**src/rtl/uart_core_param_if.sv**
```systemverilog
// Byte-stream side of the UART: TX handshake, RX show-ahead FIFO port and error pulses.
// master = DES control side, slave = uart_core_param.
interface uart_core_param_if #(
   parameter int DATA_BITS     = 8,
   parameter int RX_FIFO_DEPTH = 4
);
   localparam int CW = $clog2(RX_FIFO_DEPTH) + 1;

   logic                 tx_valid;
   logic [DATA_BITS-1:0] tx_data;
   logic                 tx_ready;
   logic                 rx_valid;
   logic [DATA_BITS-1:0] rx_data;
   logic                 rx_pop;
   logic [CW-1:0]        rx_count;
   logic                 frame_err;
   logic                 parity_err;
   logic                 overrun;

   modport master (
      output tx_valid, tx_data, rx_pop,
      input  tx_ready, rx_valid, rx_data, rx_count, frame_err, parity_err, overrun
   );
   modport slave (
      input  tx_valid, tx_data, rx_pop,
      output tx_ready, rx_valid, rx_data, rx_count, frame_err, parity_err, overrun
   );
endinterface

```
**src/rtl/uart_core_param.sv**
```systemverilog
// Parametrised UART TX/RX with show-ahead RX FIFO, framing/overrun detection.
// Define UART_PARITY_EN to add a parity bit (XOR(data) ^ PARITY_ODD) on both directions.
module uart_core_param #(
   parameter int CLKS_PER_BIT  = 10416,
   parameter int DATA_BITS     = 8,
   parameter int STOP_BITS     = 1,
   parameter int RX_FIFO_DEPTH = 4,
   parameter int PARITY_ODD    = 0
) (
   input  logic clk,
   input  logic rst_n,
   input  logic rx_serial,
   output logic tx_serial,
   uart_core_param_if.slave bus
);
   localparam int AW = $clog2(RX_FIFO_DEPTH);
   localparam int CW = AW + 1;
   localparam int TW = $clog2(STOP_BITS * CLKS_PER_BIT);
   localparam int BW = $clog2(DATA_BITS);
   localparam logic [TW-1:0] BIT_END  = TW'(CLKS_PER_BIT - 1);
   localparam logic [TW-1:0] STOP_END = TW'(STOP_BITS * CLKS_PER_BIT - 1);
   localparam logic [TW-1:0] HALF     = TW'((CLKS_PER_BIT - 1) / 2);
   localparam logic [BW-1:0] LAST     = BW'(DATA_BITS - 1);
`ifdef UART_PARITY_EN
   localparam logic PODD = PARITY_ODD[0];
`endif

   typedef enum logic [2:0] {S_IDLE, S_START, S_DATA, S_PARITY, S_STOP} state_t;

   // ---------------- TX ----------------
   state_t               tx_st;
   logic [TW-1:0]        tx_cnt;
   logic [BW-1:0]        tx_bit;
   logic [DATA_BITS-1:0] tx_shr;
`ifdef UART_PARITY_EN
   logic                 tx_par;
`endif

   always_ff @(posedge clk or negedge rst_n) begin
      if (!rst_n) begin
         tx_st        <= S_IDLE;
         tx_cnt       <= '0;
         tx_bit       <= '0;
         tx_shr       <= '0;
         tx_serial    <= 1'b1;
         bus.tx_ready <= 1'b1;
`ifdef UART_PARITY_EN
         tx_par       <= 1'b0;
`endif
      end else begin
         tx_cnt <= tx_cnt + 1'b1;
         case (tx_st)
            S_IDLE: begin
               tx_cnt <= '0;
               if (bus.tx_valid) begin
                  tx_shr       <= bus.tx_data;
`ifdef UART_PARITY_EN
                  tx_par       <= (^bus.tx_data) ^ PODD;
`endif
                  tx_serial    <= 1'b0;
                  bus.tx_ready <= 1'b0;
                  tx_st        <= S_START;
               end
            end
            S_START: if (tx_cnt == BIT_END) begin
               tx_cnt    <= '0;
               tx_bit    <= '0;
               tx_serial <= tx_shr[0];
               tx_st     <= S_DATA;
            end
            S_DATA: if (tx_cnt == BIT_END) begin
               tx_cnt <= '0;
               tx_bit <= tx_bit + 1'b1;
               tx_shr <= tx_shr >> 1;
               if (tx_bit == LAST) begin
`ifdef UART_PARITY_EN
                  tx_serial <= tx_par;
                  tx_st     <= S_PARITY;
`else
                  tx_serial <= 1'b1;
                  tx_st     <= S_STOP;
`endif
               end else begin
                  tx_serial <= tx_shr[1];
               end
            end
`ifdef UART_PARITY_EN
            S_PARITY: if (tx_cnt == BIT_END) begin
               tx_cnt    <= '0;
               tx_serial <= 1'b1;
               tx_st     <= S_STOP;
            end
`endif
            S_STOP: if (tx_cnt == STOP_END) begin
               tx_st        <= S_IDLE;
               bus.tx_ready <= 1'b1;
            end
            default: tx_st <= S_IDLE;
         endcase
      end
   end

   // ---------------- RX ----------------
   logic                 rx_s1, rxs;
   state_t               rx_st;
   logic [TW-1:0]        rx_cnt;
   logic [BW-1:0]        rx_bit;
   logic [DATA_BITS-1:0] rx_shr;
`ifdef UART_PARITY_EN
   logic                 rx_par;
`endif

   logic [DATA_BITS-1:0] mem [RX_FIFO_DEPTH];
   logic [AW-1:0]        wptr, rptr, rptr_nx;
   logic [CW-1:0]        cnt;
   logic                 stop_hit, par_bad, good, full, pop, push, ovr;

   // Outcome of a stop-bit sample is decided here so the FIFO and pulses update on one edge.
   always_comb begin
      stop_hit = (rx_st == S_STOP) && (rx_cnt == BIT_END);
`ifdef UART_PARITY_EN
      par_bad  = rx_par ^ (^rx_shr) ^ PODD;
`else
      par_bad  = 1'b0;
`endif
      full     = (cnt == CW'(RX_FIFO_DEPTH));
      pop      = bus.rx_pop && (cnt != '0);
      good     = stop_hit && rxs && !par_bad;
      push     = good && (!full || pop);
      ovr      = good && full && !pop;
      rptr_nx  = rptr + 1'b1;
   end

   always_ff @(posedge clk or negedge rst_n) begin
      if (!rst_n) begin
         rx_s1          <= 1'b1;
         rxs            <= 1'b1;
         rx_st          <= S_IDLE;
         rx_cnt         <= '0;
         rx_bit         <= '0;
         rx_shr         <= '0;
         bus.frame_err  <= 1'b0;
         bus.parity_err <= 1'b0;
         bus.overrun    <= 1'b0;
`ifdef UART_PARITY_EN
         rx_par         <= 1'b0;
`endif
      end else begin
         rx_s1          <= rx_serial;
         rxs            <= rx_s1;
         bus.frame_err  <= stop_hit && !rxs;
         bus.parity_err <= stop_hit && rxs && par_bad;
         bus.overrun    <= ovr;
         rx_cnt         <= rx_cnt + 1'b1;
         case (rx_st)
            S_IDLE: begin
               rx_cnt <= '0;
               if (!rxs) rx_st <= S_START;
            end
            S_START: if (rx_cnt == HALF) begin
               rx_cnt <= '0;
               rx_bit <= '0;
               rx_st  <= rxs ? S_IDLE : S_DATA;
            end
            S_DATA: if (rx_cnt == BIT_END) begin
               rx_cnt <= '0;
               rx_shr <= {rxs, rx_shr[DATA_BITS-1:1]};
               rx_bit <= rx_bit + 1'b1;
`ifdef UART_PARITY_EN
               if (rx_bit == LAST) rx_st <= S_PARITY;
`else
               if (rx_bit == LAST) rx_st <= S_STOP;
`endif
            end
`ifdef UART_PARITY_EN
            S_PARITY: if (rx_cnt == BIT_END) begin
               rx_cnt <= '0;
               rx_par <= rxs;
               rx_st  <= S_STOP;
            end
`endif
            S_STOP: if (rx_cnt == BIT_END) rx_st <= S_IDLE;
            default: rx_st <= S_IDLE;
         endcase
      end
   end

   // ---------------- FIFO ----------------
   always_ff @(posedge clk) begin
      if (push) mem[wptr] <= rx_shr;
   end

   // rx_data is a registered copy of the head so it can be reset and stays stable between pops.
   always_ff @(posedge clk or negedge rst_n) begin
      if (!rst_n) begin
         wptr        <= '0;
         rptr        <= '0;
         cnt         <= '0;
         bus.rx_data <= '0;
      end else begin
         if (push) wptr <= wptr + 1'b1;
         if (pop)  rptr <= rptr_nx;
         if (push && !pop)      cnt <= cnt + 1'b1;
         else if (pop && !push) cnt <= cnt - 1'b1;
         if (push && ((cnt == '0) || (pop && cnt == CW'(1)))) bus.rx_data <= rx_shr;
         else if (pop && cnt > CW'(1))                         bus.rx_data <= mem[rptr_nx];
      end
   end

   assign bus.rx_valid = (cnt != '0);
   assign bus.rx_count = cnt;
endmodule

```
**src/flat_wrapper.sv**
```systemverilog
// flat-port wrapper written by rule: the top's interface ports become plain ports
module uart_core_param_flat 
#(
   parameter int CLKS_PER_BIT  = 10416,
   parameter int DATA_BITS     = 8,
   parameter int STOP_BITS     = 1,
   parameter int RX_FIFO_DEPTH = 4,
   parameter int PARITY_ODD    = 0
)
  (clk, rst_n, rx_serial, tx_serial, bus_tx_valid, bus_tx_data, bus_rx_pop, bus_tx_ready, bus_rx_valid, bus_rx_data, bus_rx_count, bus_frame_err, bus_parity_err, bus_overrun);
  uart_core_param_if #(.DATA_BITS(DATA_BITS), .RX_FIFO_DEPTH(RX_FIFO_DEPTH)) bus_i ();
  input  logic clk;
  input  logic rst_n;
  input  logic rx_serial;
  output logic tx_serial;
  input wire logic [$bits(bus_i.tx_valid)-1:0] bus_tx_valid;
  input wire logic [$bits(bus_i.tx_data)-1:0] bus_tx_data;
  input wire logic [$bits(bus_i.rx_pop)-1:0] bus_rx_pop;
  output wire logic [$bits(bus_i.tx_ready)-1:0] bus_tx_ready;
  output wire logic [$bits(bus_i.rx_valid)-1:0] bus_rx_valid;
  output wire logic [$bits(bus_i.rx_data)-1:0] bus_rx_data;
  output wire logic [$bits(bus_i.rx_count)-1:0] bus_rx_count;
  output wire logic [$bits(bus_i.frame_err)-1:0] bus_frame_err;
  output wire logic [$bits(bus_i.parity_err)-1:0] bus_parity_err;
  output wire logic [$bits(bus_i.overrun)-1:0] bus_overrun;
  assign bus_i.tx_valid = bus_tx_valid;
  assign bus_i.tx_data = bus_tx_data;
  assign bus_i.rx_pop = bus_rx_pop;
  assign bus_tx_ready = bus_i.tx_ready;
  assign bus_rx_valid = bus_i.rx_valid;
  assign bus_rx_data = bus_i.rx_data;
  assign bus_rx_count = bus_i.rx_count;
  assign bus_frame_err = bus_i.frame_err;
  assign bus_parity_err = bus_i.parity_err;
  assign bus_overrun = bus_i.overrun;
  uart_core_param #(.CLKS_PER_BIT(CLKS_PER_BIT), .DATA_BITS(DATA_BITS), .STOP_BITS(STOP_BITS), .RX_FIFO_DEPTH(RX_FIFO_DEPTH), .PARITY_ODD(PARITY_ODD)) u_core (.clk(clk), .rst_n(rst_n), .rx_serial(rx_serial), .tx_serial(tx_serial), .bus(bus_i));
endmodule
```
**config.mk**
```make
export PLATFORM = sky130hd
export DESIGN_NAME = uart_core_param_flat
export DESIGN_NICKNAME = d
export VERILOG_FILES = /design/src/rtl/uart_core_param_if.sv /design/src/rtl/uart_core_param.sv /design/src/flat_wrapper.sv
export SDC_FILE = /design/constraint.sdc
export NUM_CORES = 1
export LEC_CHECK = 0
export BUFFER_PORTS_ARGS = -buffer_cell sky130_fd_sc_hd__buf_2
export CAP_MARGIN = 25
export CORE_MARGIN = 2
export CORE_UTILIZATION = 35
export CTS_BUF_LIST = sky130_fd_sc_hd__clkbuf_2
export CTS_CLUSTER_DIAMETER = 60
export DETAILED_ROUTE_END_ITERATION = 10
export PLACE_DENSITY = 0.56
export SYNTH_ARGS = -nofsm -noshare
export SYNTH_HDL_FRONTEND = slang
export SYNTH_SLANG_ARGS = --single-unit
```
**constraint.sdc**
```tcl
create_clock -name clk -period 4.2 [get_ports clk]
set_input_delay 0.42 -clock clk [delete_from_list [all_inputs] [get_ports clk]]
set_output_delay 0.42 -clock clk [all_outputs]
set_load 0.02 [all_outputs]
```
==> run_summary.xml <==
<?xml version="1.0" encoding="UTF-8"?>
<metrics>
  <group name="run_status">
    <metric name="run_status" unit="">finished, final reports clean</metric>
  </group>
  <group name="sta">
    <metric name="setup_ws_post_layout" unit="ps">1167</metric>
    <metric name="final.min_clock_period" unit="ps">3033</metric>
    <metric name="finalHoldViolCount" unit="">0</metric>
    <metric name="final.period_utilization" unit="%">72.21</metric>
    <metric name="setup-violations-final" unit="">0</metric>
    <metric name="maxSlewViolCount" unit="">0</metric>
    <metric name="timing.setup.tns" unit="ps">0</metric>
    <metric name="tightestPinTransition" unit="ps">553.3</metric>
    <metric name="achievable-frequency" unit="MHz">329.7</metric>
    <metric name="grt_setup_unrepaired" unit="">no</metric>
    <metric name="timing.clock.skew" unit="ps">31.83</metric>
    <metric name="worst_slew_margin_rel" unit="%">62.97</metric>
  </group>
  <group name="synth">
    <metric name="synth-seq-area-share" unit="%">58.02</metric>
    <metric name="share_of_async_settable_or_async_resettable_flops_after_synthesis" unit="%">70.64</metric>
    <metric name="ys_top_cells_by_area" unit="">dfrtp_1 (37%), edfxtp_1 (19%), ha_1 (3.8%)</metric>
    <metric name="synth_enable_flop_cells" unit="">32</metric>
    <metric name="ys.flop_type" unit="">dfrtp_1</metric>
    <metric name="synth.net_count" unit="">429</metric>
    <metric name="average_size_of_a_mapped_cell" unit="sq um">12.43</metric>
    <metric name="yosysWarnings" unit="">0</metric>
    <metric name="synth_top_area_cell" unit="">dfrtp_1</metric>
    <metric name="synthCells" unit="">401</metric>
    <metric name="synthDistinctLibCells" unit="">52</metric>
    <metric name="netlist.area_leader.share" unit="%">36.64</metric>
    <metric name="post_synth_instance_area" unit="sq um">4986</metric>
    <metric name="yosys_register_bits" unit="">109</metric>
  </group>
  <group name="worst_hold_path">
    <metric name="timing.hold.worst_endpoint" unit="">u_core.rptr[1]</metric>
    <metric name="min_path_cells" unit="">3</metric>
    <metric name="min-delay-path-class" unit="">in2reg</metric>
    <metric name="worst_hold_startpoint" unit="">bus_rx_pop</metric>
  </group>
  <group name="die">
    <metric name="die_height" unit="um">123.4</metric>
    <metric name="number_of_placed_i_o_pins" unit="">30</metric>
    <metric name="core_area" unit="sq um">13880</metric>
    <metric name="die_area" unit="sq um">15220</metric>
    <metric name="rows" unit="">43</metric>
    <metric name="die-width" unit="um">123.4</metric>
    <metric name="floorplan.initialDensity" unit="%">35.92</metric>
  </group>
  <group name="route">
    <metric name="drt_wl_total" unit="mm">8.588</metric>
    <metric name="routed_wire_length_per_instance" unit="um">13.87</metric>
    <metric name="viasPerCell" unit="">4.889</metric>
    <metric name="vias" unit="">3026</metric>
    <metric name="dr_iter_0_viols" unit="">194</metric>
    <metric name="first_pass_iters" unit="">4</metric>
    <metric name="antenna_left" unit="">0</metric>
    <metric name="remaining_drc_errors" unit="">0</metric>
  </group>
  <group name="final_layout">
    <metric name="drive_gt1_share" unit="%">18.26</metric>
    <metric name="seqCellArea" unit="sq um">2893</metric>
    <metric name="area_growth_from_synthesis_to_final_layout" unit="%">10.06</metric>
    <metric name="post-route-util" unit="%">39.53</metric>
    <metric name="layout.nets" unit="">461</metric>
    <metric name="finish.cell_count_without_fillers" unit="">619</metric>
    <metric name="multiInputGateArea" unit="sq um">1986</metric>
    <metric name="nFillCells" unit="">1306</metric>
  </group>
  <group name="worst_setup_path">
    <metric name="cp_cell_sequence" unit="">or4b_4 -&gt; nor4_2 -&gt; nand2_1 -&gt; nor3b_2 -&gt; ha_1 -&gt; mux2i_1 -&gt; nor2_1 -&gt; xor2_1</metric>
    <metric name="worstSetupStartpointType" unit="">flop</metric>
    <metric name="reg2reg_setup_slack" unit="ps">1170</metric>
    <metric name="criticalPathCategory" unit="">reg2reg</metric>
    <metric name="worst_ep_required_time" unit="ps">4680</metric>
    <metric name="crit_path_max_fanout" unit="">7</metric>
    <metric name="crit-reg2reg-capture" unit="">u_core.bus.rx_count[2]</metric>
    <metric name="reg2reg_from" unit="">u_core.rx_cnt[4]</metric>
    <metric name="timing.critical_path.to_type" unit="">flop</metric>
    <metric name="worstPathArrival" unit="ps">3520</metric>
    <metric name="r2r.worst_path.cells" unit="">8</metric>
    <metric name="worst_path_max_delay_cell" unit="">or4b_4</metric>
    <metric name="delay_of_the_slowest_cell_on_the_worst_path" unit="ps">570</metric>
  </group>
  <group name="global_route">
    <metric name="initial_antenna_violation_count" unit="">0</metric>
    <metric name="groute.usage.overall" unit="%">12.24</metric>
    <metric name="largest_net_degree_at_the_start_of_global_routing" unit="">78</metric>
    <metric name="global_route_wire_length_before_repair" unit="mm">14.61</metric>
    <metric name="globalRouteOverflowTotal" unit="">0</metric>
    <metric name="grt_pass1_vias" unit="">3020</metric>
  </group>
  <group name="power">
    <metric name="power_leakage" unit="nW">2.407</metric>
    <metric name="peakVddDrop" unit="mV">0.1139</metric>
    <metric name="power_per_cell_area" unit="nW/um^2">377.5</metric>
    <metric name="report.power.total" unit="W">0.002071</metric>
  </group>
  <group name="placed_design">
    <metric name="gp_congestion" unit="">0.7803</metric>
    <metric name="post-place-cells" unit="">597</metric>
    <metric name="detailedPlace.worstSlack" unit="ps">1187</metric>
    <metric name="buffer_ports.inserted" unit="">28</metric>
    <metric name="detailed_place_hpwl" unit="mm">5.905</metric>
  </group>
  <group name="clock_network">
    <metric name="clock_tree.htree_level_count" unit="">3</metric>
    <metric name="skew_pair_late_insertion_delay" unit="ps">590</metric>
    <metric name="cts-root-buf" unit="">clkbuf_2</metric>
    <metric name="cts_tree" unit="">built</metric>
    <metric name="cts_buffer_depth" unit="">2</metric>
    <metric name="cts-resized-gates" unit="">0</metric>
    <metric name="clk_pin_slew_worst_paths" unit="ps">270</metric>
    <metric name="cts_inserted_buffers" unit="">9</metric>
    <metric name="clock-sinks" unit="">109</metric>
  </group>
  <group name="flow_run">
    <metric name="cap_viol_max_count" unit="">0</metric>
  </group>
</metrics>
worst max path at each step:
stage / cells past startpoint / from / slack, ps / end
after floorplan: 8 / u_core.rx_cnt[4] / 1560 / u_core.bus.rx_count[2]
after CTS: 8 / u_core.rx_cnt[4] / 1150 / u_core.bus.rx_count[2]
after global placement: 8 / u_core.rx_cnt[4] / 1290 / u_core.bus.rx_count[2]
final: 8 / u_core.rx_cnt[4] / 1170 / u_core.bus.rx_count[2]
after detailed placement: 5 / u_core.rx_cnt[4] / 1190 / u_core.mem[1][4]
after global routing: 8 / u_core.rx_cnt[4] / 880 / u_core.bus.rx_count[2]
report_power, final:
part / internal [W] / leakage, nW / switching, W / total (W)
Combinational: 0.000156 / 0.960 / 0.000161 / 0.000317
Sequential: 0.00116 / 1.38 / 0.000108 / 0.00127
Clock: 0.000140 / 0.0703 / 0.000348 / 0.000488
worst max-delay path, delay by kind of cell, from the launching register on:
family	cells	cell delay (ps)
xor gates and xnor gates	1	140
muxes	1	190
DFF	1	510
and+or+nand+nor	5	1820
adders and majority gates	1	280
cell type report:
cell class	instances	area share, %
inverters	11	0.7524
clock buffers	9	0.8208
repair buffers	35	4.058
clock inverters	7	1.322
flip-flops and latches	109	52.71
multi-input cells	267	36.18
diodes	1	0.04560
well taps	180	4.104
through the flow:
| step | cell area (sq um) | hold slack, ps |
|---|---|---|
| 2_1_floorplan | 4986 | 124.4 |
| 3_3_place_gp | 5303 | 358.5 |
| 3_5_place_dp | 5303 | 365.6 |
| 4_1_cts | 5450 | 69.72 |
| 5_1_grt | 5485 | 52.45 |
| 6_report | 5488 | 127.9 |
placed cells by master (no fill, tap or decap), types with 3 or more instances in the layout:
cell type | synthesis | routed
dfrtp_1 | 73 | 73
nor2_1 | 50 | 50
edfxtp_1 | 32 | 32
buf_2 | 2 | 27
xnor2_1 | 21 | 21
nand2_1 | 20 | 20
and2_1 | 16 | 16
nand2b_1 | 15 | 15
ha_1 | 15 | 15
inv_1 | 11 | 11
nand3_1 | 10 | 10
a21oi_1 | 9 | 9
xor2_1 | 9 | 9
o21ai_0 | 9 | 9
clkbuf_2 | 0 | 9
nand4_1 | 8 | 8
mux2_4 | 8 | 8
mux4_2 | 8 | 8
a221o_1 | 8 | 8
o221a_2 | 7 | 7
nor3_1 | 5 | 5
mux2i_1 | 5 | 5
nand3b_1 | 4 | 4
o21a_1 | 4 | 4
and3_1 | 4 | 4
nor2b_1 | 4 | 4
buf_4 | 1 | 4
dfstp_2 | 4 | 4
a22o_1 | 3 | 3
dlygate4sd3_1 | 0 | 3
registers in the layout (all words and copies together), names as in the netlist, 8 cells and up:
register / count
u_core.mem: 32
u_core.rx_cnt: 14
u_core.tx_cnt: 14
u_core.bus.rx_data: 8
u_core.rx_shr: 8
u_core.tx_shr: 8
kinds of logic (layout without fill, tap and decap cells):
family                     Yosys count  count (layout)  synth area share (%)
AOI/OAI and AO/OA                   45              45                 6.901
buffers and inverters               25              62                 2.158
DFF                                109             109                 58.02
other                                1               2               0.07521
adders and majority gates           15              15                 3.764
muxes                               22              22                 7.252
xor gates and xnor gates            30              30                 5.270
and+or+nand+nor                    154             154                 16.56
timing repair:
| item | in CTS | in global routing |
|---|---|---|
| buffers inserted | 0 | 0 |
| hold buffers | 3 | 0 |
| hold endpoints to repair | 75 | 0 |
routing by layer:
layer / global-route usage [%] / wire length (um)
met3: 2.537 / 207
met5: 0 / 0
met2: 19.81 / 4028
met1: 16.17 / 4200
met4: 4.688 / 151
cells in the mapped netlist, drive strengths merged (5+ instances only):
master	instances
dfrtp	73
nor2	50
edfxtp	32
xnor2	21
nand2	20
and2	16
ha	15
nand2b	15
inv	11
clkbuf	10
nand3	10
a21oi	9
mux2	9
o21ai	9
xor2	9
a221o	8
mux4	8
nand4	8
o221a	7
mux2i	5
nor3	5
Note: power is estimated with default switching activity, not from simulation.
